### config.mk
export PLATFORM = sky130hd
export DESIGN_NAME = div_clk_monitor
export DESIGN_NICKNAME = d
export VERILOG_FILES = /design/src/rtl/div_clk_monitor.sv
export SDC_FILE = /design/constraint.sdc
export NUM_CORES = 1
export LEC_CHECK = 0
export BUFFER_PORTS_ARGS = -buffer_cell sky130_fd_sc_hd__buf_2
export CORE_ASPECT_RATIO = 0.6
export CORE_MARGIN = 3
export CORE_UTILIZATION = 55
export CTS_CLUSTER_DIAMETER = 60
export CTS_CLUSTER_SIZE = 28
export DETAILED_ROUTE_END_ITERATION = 8
export HOLD_SLACK_MARGIN = 0.12
export PLACE_DENSITY_LB_ADDON = 0.1
export SLEW_MARGIN = 20
export SYNTH_ARGS = -nofsm -noshare
export SYNTH_HDL_FRONTEND = slang
export SYNTH_SLANG_ARGS = --single-unit
### constraint.sdc
create_clock -name clk -period 11.6 [get_ports clk]
set_input_delay 2.32 -clock clk [delete_from_list [all_inputs] [get_ports clk]]
set_output_delay 2.32 -clock clk [all_outputs]
set_load 0.01 [all_outputs]
### src/rtl/div_clk_monitor.sv
// Divided-clock monitor: synchronises a divided clock level, emits rise/fall ticks,
// measures the rise-to-rise period and tracks lock and loss. DIV_CLK_MONITOR_DUTY_EN adds high_cnt_o.
module div_clk_monitor #(
  parameter int SYNC_STAGES = 2,
  parameter int CNT_W       = 16,
  parameter int TIMEOUT     = 64,
  parameter int LOCK_COUNT  = 4,
  parameter int TOL         = 0
) (
  input  logic             clk,
  input  logic             rst_n,
  input  logic             div_clk_i,
  output logic             rise_tick_o,
  output logic             fall_tick_o,
  output logic [CNT_W-1:0] period_o,
  output logic             period_vld_o,
  output logic [CNT_W-1:0] edge_cnt_o,
  output logic             locked_o,
  output logic             lost_o
`ifdef DIV_CLK_MONITOR_DUTY_EN
  ,
  output logic [CNT_W-1:0] high_cnt_o
`endif
);

  localparam int TW = (TIMEOUT > 0) ? $clog2(TIMEOUT + 1) : 1;
  localparam int MW = (LOCK_COUNT > 1) ? $clog2(LOCK_COUNT) : 1;
  localparam logic [CNT_W-1:0] CNT_MAX = '1;
  localparam logic [CNT_W-1:0] TOL_V   = CNT_W'(TOL);
  localparam logic [TW-1:0]    TO_V    = TW'(TIMEOUT);
  localparam logic [MW-1:0]    LAST_M  = MW'(LOCK_COUNT - 1);

  typedef enum logic [2:0] {
    ACQ,
    MEAS,
    LOCKING,
    LOCKED,
    LOST
  } state_t;

  state_t state, state_d;

  logic [SYNC_STAGES-1:0] sync;
  logic                   sync_q;
  logic [CNT_W-1:0]       period_cnt;
  logic [CNT_W-1:0]       count_inc;
  logic [CNT_W-1:0]       diff;
  logic [TW-1:0]          idle_cnt;
  logic [MW-1:0]          match_cnt, match_d;
  logic                   match;
  logic                   timeout;
  logic                   capture;

  // The last sync stage is compared with its own delayed copy to form the ticks.
  always_ff @(posedge clk or negedge rst_n) begin
    if (!rst_n) begin
      sync        <= '0;
      sync_q      <= 1'b0;
      rise_tick_o <= 1'b0;
      fall_tick_o <= 1'b0;
    end else begin
      sync        <= {sync[SYNC_STAGES-2:0], div_clk_i};
      sync_q      <= sync[SYNC_STAGES-1];
      rise_tick_o <= sync[SYNC_STAGES-1] & ~sync_q;
      fall_tick_o <= ~sync[SYNC_STAGES-1] & sync_q;
    end
  end

  // A saturated period can never match, so lock is not claimed on a stalled clock.
  always_comb begin
    count_inc = (period_cnt == CNT_MAX) ? CNT_MAX : period_cnt + 1'b1;
    diff      = (count_inc >= period_o) ? count_inc - period_o : period_o - count_inc;
    match     = (count_inc != CNT_MAX) && (diff <= TOL_V);
    timeout   = (idle_cnt >= TO_V);
  end

  always_comb begin
    state_d = state;
    match_d = match_cnt;
    capture = 1'b0;
    case (state)
      ACQ: begin
        if (rise_tick_o)  state_d = MEAS;
        else if (timeout) state_d = LOST;
      end
      MEAS: begin
        if (rise_tick_o) begin
          capture = 1'b1;
          state_d = LOCKING;
          match_d = '0;
        end else if (timeout) begin
          state_d = LOST;
        end
      end
      LOCKING: begin
        if (rise_tick_o) begin
          capture = 1'b1;
          if (!match) begin
            match_d = '0;
          end else if (match_cnt == LAST_M) begin
            state_d = LOCKED;
            match_d = '0;
          end else begin
            match_d = match_cnt + 1'b1;
          end
        end else if (timeout) begin
          state_d = LOST;
        end
      end
      LOCKED: begin
        if (rise_tick_o) begin
          capture = 1'b1;
          if (!match) begin
            state_d = LOCKING;
            match_d = '0;
          end
        end else if (timeout) begin
          state_d = LOST;
        end
      end
      LOST: begin
        if (rise_tick_o) state_d = MEAS;
      end
      default: state_d = ACQ;
    endcase
  end

  always_ff @(posedge clk or negedge rst_n) begin
    if (!rst_n) begin
      state     <= ACQ;
      match_cnt <= '0;
      locked_o  <= 1'b0;
      lost_o    <= 1'b0;
    end else begin
      state     <= state_d;
      match_cnt <= match_d;
      locked_o  <= (state == LOCKED);
      lost_o    <= (state == LOST);
    end
  end

  always_ff @(posedge clk or negedge rst_n) begin
    if (!rst_n) begin
      period_cnt   <= '0;
      period_o     <= '0;
      period_vld_o <= 1'b0;
      edge_cnt_o   <= '0;
      idle_cnt     <= '0;
    end else begin
      period_vld_o <= capture;
      if (capture) period_o <= count_inc;
      if (rise_tick_o) begin
        period_cnt <= '0;
        edge_cnt_o <= edge_cnt_o + 1'b1;
      end else begin
        period_cnt <= count_inc;
      end
      if (rise_tick_o || fall_tick_o) idle_cnt <= '0;
      else if (!timeout)              idle_cnt <= idle_cnt + 1'b1;
    end
  end

`ifdef DIV_CLK_MONITOR_DUTY_EN
  // Only falls that follow a rise seen outside ACQ/LOST describe a real high phase.
  always_ff @(posedge clk or negedge rst_n) begin
    if (!rst_n) begin
      high_cnt_o <= '0;
    end else if (fall_tick_o && state != ACQ && state != LOST) begin
      high_cnt_o <= count_inc;
    end
  end
`endif

endmodule

[Yosys cells after proc, flatten, opt, wreduce, memory -nomap -nowiden]
Cells that the tools add are included.
Word-level totals
  bits in latches: 0
  RAM bits: 0
  register bits after elaboration: 68
  ROM bits: 0
  word-level logic and storage cells: 73
  memories kept: 0
Operators by class
  equality and inequality tests: 16
  div/mod/pow operators: 0
  bitwise logic cells: 4
  shift operators: 0
  order comparisons: 3
  reduce and logical (&&, ||, !) cells: 7
  mux-type cells: 24
  add/subtract/negate cells: 6
  multiply operators: 0
Operator list (count)
  16-bit two-way mux: 3
  16-bit by 1-bit adder with 16-bit output (second input constant): 2
  16-bit subtractor: 2
  3-bit two-way mux: 9
  16-bit equality test (second input constant): 1
  16-bit >= comparator: 1
  16-bit by 1-bit <= comparator with 1-bit output (second input constant): 1
  16-bit != test (second input constant): 1
  3-bit case mux with 5 select lines: 1
  7-bit two-way mux: 2
  2-bit two-way mux: 6
  2-bit != test (second input constant): 5
  3-bit != test (second input constant): 3
  7-bit by 1-bit adder with 7-bit output (second input constant): 1
  7-bit >= comparator (second input constant): 1
  3-bit by 2-bit equality test with 1-bit output (second input constant): 2
  2-bit case mux with 3 select lines: 1
  5-bit AND reduction: 1
  4-bit AND reduction: 1
  3-bit by 1-bit equality test with 1-bit output (second input constant): 1
  3-bit equality test (second input constant): 1
  3-bit logical NOT: 1
  3-bit nonzero test: 1
  3-bit OR reduction: 1
  other kinds (8): 11

[Longest topological paths before layout]
Gate-level depths: netlist (run 1).
  depth in word-level cells: 9
  depth in mapped cells: 19

[Worst setup path before layout (run 1)]
OpenSTA, ideal clock, no wires.
  path type: reg2reg
  start point: register period_cnt[0]
  end point: register match_cnt[0]
  stages on the path, launching flop included: 18
  path slack: 7.385 ns
  data arrival time: 4.151 ns
  path through: dfrtp_1 > ha_1 > nand4_1 > or4_1 > nor2_1 > a21oi_1 > inv_1 > ha_1 > clkbuf_1 > and3_1 > a2111o_1 > o32a_1 > buf_6 > a2111o_1 > o41ai_2 > o2111ai_1 > a21oi_1 > a21o_1
Between the ends
  word-level cells in the longest chain between the ends: 9
  elaborated cells on any way between the ends: 15
  classes of those cells: add/sub: 3; order compare: 2; eq/ne: 3; mux: 5; reduce/logical: 2
RTL lines
  from (decl): line 45  | logic [CNT_W-1:0] period_cnt;
  from (signal assigned): line 156  | period_cnt <= count_inc;
  16-bit by 1-bit adder with 16-bit output / 16-bit equality test (equally long branches): line 71  | count_inc = (period_cnt == CNT_MAX) ? CNT_MAX : period_cnt + 1'b1;
  16-bit two-way mux (*): line 71
  via count_inc[11]: line 46  | logic [CNT_W-1:0] count_inc;
  16-bit subtractor / 16-bit >= comparator (equally long branches): line 72  | diff = (count_inc >= period_o) ? count_inc - period_o : period_o - count_inc;
  16-bit two-way mux: line 72
  16-bit by 1-bit <= comparator with 1-bit output: line 73  | match = (count_inc != CNT_MAX) && (diff <= TOL_V);
  1-bit logical AND (*): line 73
  2-bit two-way mux: line 98  | if (!match) begin
  2-bit two-way mux: line 96  | if (rise_tick_o) begin
  2-bit case mux with 3 select lines: line 81  | case (state)
  to (signal assigned): line 136  | match_cnt <= match_d;
  to (decl): line 49  | logic [MW-1:0] match_cnt, match_d;
The timed path passes the listed nets; every way through them passes the cells marked *. The select of a mux whose other input is x is not followed.
A chain may end at the register's enable or synchronous reset.

[Worst setup path after layout (run 1)]
Same ends and word-level chain as after synthesis.

==> results of run 1 <==
-- power by group through the flow --
stage	registers (mW)	clock network, mW	logic [mW]
after floorplan	0.299	0	0.357
after global placement	0.297	0	0.476
after detailed placement	0.300	0	0.478
after CTS	0.296	0.280	0.483
after global routing	0.302	0.293	0.544
final	0.298	0.275	0.502
-- layout make-up --
| type | instances | area share |
|---|---|---|
| clock inverters | 7 | 0.0141 |
| flip-flops and latches | 68 | 0.325 |
| well taps | 108 | 0.0258 |
| multi-input cells | 414 | 0.519 |
| repair buffers | 42 | 0.0415 |
| inverters | 44 | 0.0315 |
| clock buffers | 9 | 0.0430 |
-- layout by cell type (no fill, tap or decap), drive strengths merged, types with 3 or more instances in the layout --
master	count
dfrtp	68
nand2	58
nor2	46
inv	46
buf	42
o21ai	38
ha	36
a21oi	29
xnor2	23
nand3	17
nand4	16
xor2	11
and3	11
nor3	10
nor2b	10
a21o	9
clkbuf	9
nor4	8
or3	8
o21a	7
mux2	5
nand2b	4
and4	4
a31o	4
or4	3
o211ai	3
a31oi	3
mux2i	3
a2111oi	3
a211oi	3
o22ai	3
o21bai	3
clkinv	3
and2	3
-- per-stage QoR --
stage	utilization	setup WS [ns]	hold slack, ns
2_1_floorplan	-	7.38	0.331
3_3_place_gp	0.612	6.71	0.338
3_5_place_dp	0.612	6.53	0.340
4_1_cts	0.649	6.52	0.354
5_1_grt	0.649	6.10	0.356
6_report	0.649	6.40	0.352
-- sequential cells by signal, indices dropped and copies added, names as in the netlist --
register      count
period_cnt       16
match_cnt         2
sync              2
period_o         16
fall_tick_o       1
idle_cnt          7
edge_cnt_o       16
state             3
locked_o          1
sync_q            1
period_vld_o      1
lost_o            1
rise_tick_o       1
-- kinds of logic after synthesis --
logic type	count (synthesis)
AO/OA/AOI/OAI	130
AND/OR/NAND/NOR	206
XOR/XNOR	34
buffers and inverters	67
flip-flops	68
adder cells (fa/ha/maj)	36
multiplexers	8
-- metal layers --
metal,wire length (um),track usage
met5,0,0
met4,176,0.0617
met3,1310,0.0997
met2,5110,0.357
met1,6270,0.413
-- worst max path at each step --
stage	to	cells past startpoint	slack, ns
floorplan	match_cnt[0]	17	7.38
global placement	match_cnt[0]	15	6.71
detailed placement	match_cnt[0]	15	6.53
CTS	match_cnt[0]	15	6.52
global route	match_cnt[0]	15	6.10
finish	match_cnt[0]	16	6.40
-- worst register-to-register path, delay by kind of cell, from the launching register on --
kind,cells,cell delay [ns]
buf+inv,1,0.10
flops,1,0.40
simple gates,4,1.53
fa+ha+maj,2,0.60
compound gates,9,2.51
==> impl_results.md, run 1 <==
* Run status: finished, final reports clean
* Die area at 9700 um2
* CP max FO at 12
* Port Buffers at 39
* Hold Vio Cnt, Final at 0
* Mapped Area at 4690 um2
* Non-Filler Instances at 692
* WHS Path Cells at 0
* Drt drc at 0
* Worst Skew at 0.00454 ns
* Post-synth EDFFs at 0
* Hold path endpoint: sync[1]
* Synth warn at 0
* RSZ-0062 raised after global routing: false
* DR iter-0 viols at 445
* CTS clk-pin slew, worst paths at 0.06 ns
* Worst path max stage delay at 0.53 ns
* Slowest cell on crit path: nor2_1
* Post-Syn Instances at 549
* Vias in the first global route at 3921
* Yosys cell types at 67
* Achievable Freq at 0.192 GHz
* LEAKAGE at 2.63 nW
* Initial antenna violation count at 0
* Post-synth top area share at 0.363
* Kind of critical path: register to register
* Switching power share of the total at 0.410
* MaxCap Viol Count at 0
* Num Clock Sinks at 68
* Setup violations, final at 0
* Clock latency on the worst-skew pair at 0.34 ns
* Core Footprint at 8070 um2
* DRT Pass-1 Iters at 5
* Worst min path class: register to register
* Hold Crit Start: sync[0]
* Buffer levels on the longest clock path at 2
* Post-synth top area cell: dfrtp_1
* Placed cell count at 676
* Worst Setup Start Kind: register
* Mapped Nets at 588
* First-pass GRT wire length at 20.9 mm
* Worst r2r dst: match_cnt[0]
* #FFs+latches synth at 68
* # fillers at 702
* CTS resizes at 0
* Reg2reg setup slack at 6.40 ns
* Htree depth at 3
* Nets at 618
* DP Area at 4940 um2
* Post-Synth XOR/XNOR Area at 0.0635
* Clock power frac at 0.256
* CP delay by family, top: compound AO/OA/AOI/OAI gates
* Synthesized area per cell at 8.54 um2
* Footprint of the multi-input gates at 2720 um2
* Max transition margin at 0.424
* Post-synthesis sequential area ratio at 0.363
* # hold bufs at CTS at 0
* Design Area, Final at 5240 um2
* Layout area overhead at 11.8%
* Pwr dens at 205 nW/um2
* Final TNS setup at 0 ns
* Tmin final at 5.20 ns
* Synthesized-area fraction occupied by adder cells at 0.0961
* Starting Density at 0.581
* Largest net degree at the start of global routing at 69
* Internal at 634 uW
* Post-synth top cells: dfrtp_1, nand2_1, nor2_1
* Routed vias/inst at 6.16
* Clock root buffer: clkbuf_16
* R2R depth at 16
* Slew @ Worst Pin at 0.864 ns
* FF+latch area at 1700 um2
* Mux contribution to synthesized area at 0.0184
* DP HPWL at 9.56 mm
* Period utilization at 0.448
* Peak supply drop at 0.120 mV
* TritonCTS clock tree: built
* Setup crit end kind: register
* CP Launch Point: period_cnt[0]
* N_diodes at 0
* Final Max Slew Viols at 0
* Total number of vias at 4265
* Die height at 77.5 um
* Crit path DAT at 5.47 ns
* Power, Total at 1.08 mW
* RR Startpoint: period_cnt[0]
* Gpl congestion at 1.01
* Setup repair bufs after CTS at 0
* Share of layout cells above drive strength 1 at 0.122
* Simple-Gate Fraction of Synth Area at 0.219
* Compound-gate portion of the synthesized area at 0.183
* GR Overflow Total at 0
* Avg WL per Cell at 18.6 um
* # IOs at 40
* Cts bufs inserted at 9
* Largest family of logic cells by synthesized area: simple AND/OR/NAND/NOR gates
* FP Rows at 25
* Tot GR Track Use at 0.270
* Top_reg_cell synth: dfrtp_1
* Cell Chain, Critical Path: ha_1, nand4_1, or4_1, nor2_1, nor2_1, inv_1, ha_1, a21oi_1, o21a_1, o22ai_1, o32a_1, a2111o_1, o41ai_2, o2111ai_1, a21oi_1, a21o_1
* NetSw at 441 uW
* Routed Antenna Nets at 0
* Req. time, crit path at 11.87 ns
* Worst path bufs/invs at 1
* Area contributors post-synth: dfrtp_1, ha_1, nand2_1
* Seq pwr share at 0.277
* Die Width at 125 um
* Async SR Flop Fraction at 1.00
* Most frequent cell after synthesis: dfrtp_1
* Comb power frac at 0.467
* Drt total wl at 12.9 mm
Note: power is estimated with default switching activity, not from simulation.
==> run 2: changes to the inputs <==
clock period = 4.5 ns   (was 11.6 ns; I/O delays follow)
==> impl_results.md, run 2 (synthesis gave the netlist of run 1 again) <==
* Run status: finished, final reports clean
* Core Footprint at 8070 um2
* Nets at 675
* Tmin final at 4.35 ns
* DR iter-0 viols at 524
* MaxCap Viol Count at 0
* DRT Pass-1 Iters at 5
* Hold Vio Cnt, Final at 0
* Clock root buffer: clkbuf_16
* Worst min path class: register to register
* TritonCTS clock tree: built
* Placed cell count at 718
* R2R depth at 18
* CP max FO at 6
* DP HPWL at 10.1 mm
* Share of layout cells above drive strength 1 at 0.245
* Internal at 1.92 mW
* Reg2reg setup slack at 0.15 ns
* Gpl congestion at 1.05
* Buffer levels on the longest clock path at 2
* Port Buffers at 39
* Peak supply drop at 0.431 mV
* CTS clk-pin slew, worst paths at 0.05 ns
* Die height at 77.5 um
* Vias in the first global route at 4236
* GR Overflow Total at 0
* Hold path endpoint: sync[1]
* Worst Hold Slack at 0.352 ns
* Total number of vias at 4560
* DP Area at 5260 um2
* # fillers at 600
* N_diodes at 0
* RR Startpoint: period_cnt[0]
* FF+latch area at 1700 um2
* Routed vias/inst at 6.09
* Non-Filler Instances at 749
* Worst r2r dst: match_cnt[1]
* # IOs at 40
* Cts bufs inserted at 9
* Worst Setup Start Kind: register
* Final WS setup at 0.146 ns
* Crit path DAT at 4.62 ns
* Setup crit end kind: register
* FP Rows at 25
* NetSw at 1.27 mW
* Pwr dens at 540 nW/um2
* Initial antenna violation count at 0
* Largest net degree at the start of global routing at 41
* Avg WL per Cell at 18.3 um
* Routed Antenna Nets at 0
* Slew @ Worst Pin at 0.902 ns
* Achievable Freq at 0.230 GHz
* # hold bufs at CTS at 0
* Seq pwr share at 0.241
* Num Clock Sinks at 68
* Clock power frac at 0.225
* LEAKAGE at 2.95 nW
* Worst Skew at 0.00683 ns
* Max transition margin at 0.399
* Switching power share of the total at 0.398
* Starting Density at 0.581
* Clock latency on the worst-skew pair at 0.33 ns
* Design Area, Final at 5900 um2
* Power, Total at 3.18 mW
* Req. time, crit path at 4.76 ns
* First-pass GRT wire length at 21.7 mm
* Final Max Slew Viols at 0
* Comb power frac at 0.534
* Die Width at 125 um
* Commonest non-fill, non-tap cell in the layout: dfrtp_1
* Footprint of the multi-input gates at 2930 um2
* Kind of critical path: register to register
* Setup violations, final at 0
* Setup WS pre-CTS at 0.00490 ns
* Most frequent cells in the layout: dfrtp_1, buf_4, nand2_1
* Tot GR Track Use at 0.279
* Drt total wl at 13.7 mm
* Period utilization at 0.968
* Largest regs: edge_cnt_o: 16 flops, period_cnt: 16 flops, period_o: 16 flops
* Drt drc at 0
* WHS Path Cells at 0
* Die area at 9700 um2
* Layout area overhead at 25.9%
* Htree depth at 3
* Hold Crit Start: sync[0]
[run 2: repair_timing]
action                     CTS  global route
setup endpoints to repair    3             3
pin swaps                    0            13
buffers inserted             0            15
gates resized for setup      1            41
[run 2: layer usage]
metal	GRT usage	routed length, um	vias to the layer above
li1	-	-	2108
met1	0.413	6460	2208
met2	0.394	5750	208
met3	0.0880	1300	36
met4	0.0693	227	0
met5	0	0	-
[run 2: how the worst max path moves through the flow]
stage | from | endpoint | cells past startpoint
finish | period_cnt[0] | match_cnt[1] | 18
global route | period_cnt[0] | match_cnt[1] | 18
CTS | period_cnt[5] | match_cnt[1] | 16
detailed placement | period_cnt[10] | match_cnt[1] | 17
global placement | period_cnt[10] | match_cnt[1] | 17
floorplan | period_cnt[0] | match_cnt[0] | 17
[run 2: area by class of cell]
type / instances / area share
clock buffer: 11 / 0.0428
clock inverter: 5 / 0.0102
inverter: 44 / 0.0280
multi-input combinational: 414 / 0.496
sequential: 68 / 0.289
tap: 108 / 0.0229
timing repair buffer: 99 / 0.111
[run 2: critical path, cell delays in order, from the launching register on]
cell,delay (ns)
dfrtp_1,0.42
ha_4,0.17
nand4_1,0.12
or4_4,0.56
nor2_4,0.13
buf_6,0.14
nor2_1,0.06
inv_1,0.07
ha_2,0.21
and3_1,0.20
o21ai_1,0.13
a2111oi_1,0.79
o211ai_1,0.15
and3_1,0.20
nor4b_1,0.30
buf_4,0.18
o2111ai_4,0.19
a21oi_2,0.16
a21o_1,0.11
[run 2: stage by stage]
stage,utilization,TNS [ns]
2_1_floorplan,-,0
3_3_place_gp,0.651,0
3_5_place_dp,0.651,0
4_1_cts,0.690,0
5_1_grt,0.731,-0.0553
6_report,0.731,0
[run 2: power groups by stage]
stage / Sequential [mW] / Clock (mW) / Combinational [mW]
2_1_floorplan: 0.770 / 0 / 0.921
3_3_place_gp: 0.764 / 0 / 1.38
3_5_place_dp: 0.770 / 0 / 1.39
4_1_cts: 0.761 / 0.729 / 1.41
5_1_grt: 0.778 / 0.753 / 1.82
6_report: 0.766 / 0.718 / 1.70
==> run 3: changes to the inputs <==
ABC_AREA = 1   (was default)
TNS_END_PERCENT = 10   (was default)
==> impl_results.md, run 3 <==
* Port Buffers at 39
* Top_reg_cell synth: dfrtp_1
* Crit path DAT at 4.16 ns
* # fillers at 856
* # hold bufs at CTS at 0
* Drt total wl at 14.4 mm
* Clock root buffer: clkbuf_16
* Setup repair bufs after CTS at 0
* Synthesized-area fraction occupied by adder cells at 0.0839
* Max transition margin at 0.469
* Avg WL per Cell at 14.2 um
* Die Width at 134 um
* Core Footprint at 9320 um2
* Clock latency on the worst-skew pair at 0.33 ns
* Area contributors post-synth: dfrtp_1, nand2_1, inv_1
* Share of layout cells above drive strength 1 at 0.0939
* RSZ-0062 raised after global routing: false
* Htree depth at 3
* Reg2reg setup slack at 0.55 ns
* Fin util at 0.648
* # IOs at 40
* Largest regs: edge_cnt_o: 16 flops, period_cnt: 16 flops, period_o: 16 flops
* Die height at 82.6 um
* Post-Syn Instances at 835
* Buffer levels on the longest clock path at 2
* Nets at 918
* Worst path bufs/invs at 2
* Worst Setup Start Kind: register
* Post-Synth XOR/XNOR Area at 0.0310
* Cell Chain, Critical Path: ha_1, nand2_2, nor2_4, nand3_1, o21ai_0, nand2_1, ha_1, nand2_1, inv_1, nand2_1, nor4_1, nand2_1, nand2_4, inv_2, o21ai_1, nand2_1, nor2_2, nand3_2, nor2_2, nor2_2, nor2_1, a21oi_1
* Slew @ Worst Pin at 0.796 ns
* Crit path top cell by count: nand2_1
* CTS clk-pin slew, worst paths at 0.06 ns
* Slowest cell on crit path: ha_1
* Simple-Gate Fraction of Synth Area at 0.383
* DP HPWL at 11.4 mm
* TritonCTS clock tree: built
* Initial antenna violation count at 0
* DRT Pass-1 Iters at 7
* Post-synth top area cell: dfrtp_1
* Num Clock Sinks at 68
* Final TNS setup at 0 ns
* Layout area overhead at 12.5%
* Vias in the first global route at 4719
* Largest net degree at the start of global routing at 36
* Worst Skew at 0.0104 ns
* Compound-gate portion of the synthesized area at 0.0627
* Most frequent cells in the layout: nand2_1, inv_1, nand3_1
* GR Overflow Total at 0
* Worst path max stage delay at 0.45 ns
* Post-synthesis sequential area ratio at 0.317
* Synth warn at 0
* Setup violations, final at 0
* Req. time, crit path at 4.71 ns
* Setup crit end kind: register
* Final Max Slew Viols at 0
* CP max FO at 9
* Mapped Area at 5370 um2
* MaxCap Viol Count at 0
* Worst min path class: register to register
* Synthesized area per cell at 6.43 um2
* First-pass GRT wire length at 23.3 mm
* Run status: finished, final reports clean
* Hold Vio Cnt, Final at 0
* Post-synth top cells: nand2_1, inv_1, nand3_1
* Die area at 11000 um2
* Largest family of logic cells by synthesized area: simple AND/OR/NAND/NOR gates
* Tot GR Track Use at 0.269
* CTS resizes at 0
* LEAKAGE at 3.52 nW
* Yosys cell types at 37
* DR iter-0 viols at 551
* Routed vias/inst at 5.32
* Post-synth EDFFs at 0
* Pwr dens at 576 nW/um2
* Tmin final at 3.95 ns
* Drt drc at 0
* Routed Antenna Nets at 0
* FP Rows at 27
* Post-synth top area share at 0.317
* Mapped Nets at 874
* #FFs+latches synth at 68
* Kind of critical path: register to register
* Gpl congestion at 1.01
* Commonest non-fill, non-tap cell in the layout: nand2_1
* N_diodes at 0
* Mux contribution to synthesized area at 0
* Achievable Freq at 0.253 GHz
* Total number of vias at 5391
* Starting Density at 0.576
* Cts bufs inserted at 9
* CP delay by family, top: simple AND/OR/NAND/NOR gates
* Most frequent cell after synthesis: nand2_1
* Peak supply drop at 0.257 mV
* Async SR Flop Fraction at 1.00
* Period utilization at 0.878
==> run 3: cell types whose count changed in the layout (fill, tap and decap cells not counted), sizes merged, moves of 20 or more <==
cell,change
nand2,+232
nor2,+25
xnor2,-20
nand3,+55
buf,-57
inv,+120
==> run 3: layout make-up <==
type                            instances  area [um2]  share of cell area
Clock buffer                           13         260              0.0431
Inverter                              165         619               0.103
Clock inverter                          3        68.8              0.0114
Sequential cell                        68        1700               0.282
Timing Repair Buffer                   42         218              0.0360
Tap cell                              130         163              0.0269
Multi-Input combinational cell        593        3010               0.498
==> run 3: final timing paths <==
path | from | end | cells past startpoint
hold reg to reg | sync[0] | sync[1] | 0
setup / recovery | period_cnt[0] | match_cnt[1] | 22
hold / removal | sync[0] | sync[1] | 0
min in group asynchronous | rst_n | lost_o | 1
setup reg to reg | period_cnt[0] | match_cnt[1] | 22
max in group asynchronous | rst_n | period_o[0] | 2
==> run 3: power breakdown <==
group	switching [mW]	internal [mW]
Combinational	1.31	0.649
Clock	0.254	0.517
Sequential	0.0723	0.681
Total	1.63	1.85
==> run 3: cells by family (layout without fill, tap and decap cells) <==
kind of cell,count (synthesis),in the layout
AO/OA/AOI/OAI,63,63
buffers and inverters,174,223
flip-flops,68,68
XOR/XNOR,19,19
AND/OR/NAND/NOR,475,475
adder cells (fa/ha/maj),36,36
==> run 3: metrics by stage <==
stage | worst slack [ns] | hold WS [ns] | cells | instance area (um2) | total power [mW]
after global routing | 0.250 | 0.361 | 1014 | 6040 | 3.80
after detailed placement | 0.764 | 0.344 | 998 | 5710 | 2.66
after floorplan | 1.45 | 0.331 | 835 | 5370 | 2.21
after global placement | 0.967 | 0.333 | 998 | 5710 | 2.62
final | 0.549 | 0.355 | 1014 | 6040 | 3.48
after CTS | 0.736 | 0.360 | 1014 | 6040 | 3.44
==> run 3: metal layers <==
metal	share of wire	vias to the layer above	wire, um	track usage
li1	-	2668	-	-
met5	0	-	0	0
met3	0.095	18	1370	0.0738
met4	0.0086	0	124	0.0595
met2	0.41	234	5850	0.393
met1	0.49	2471	7030	0.396
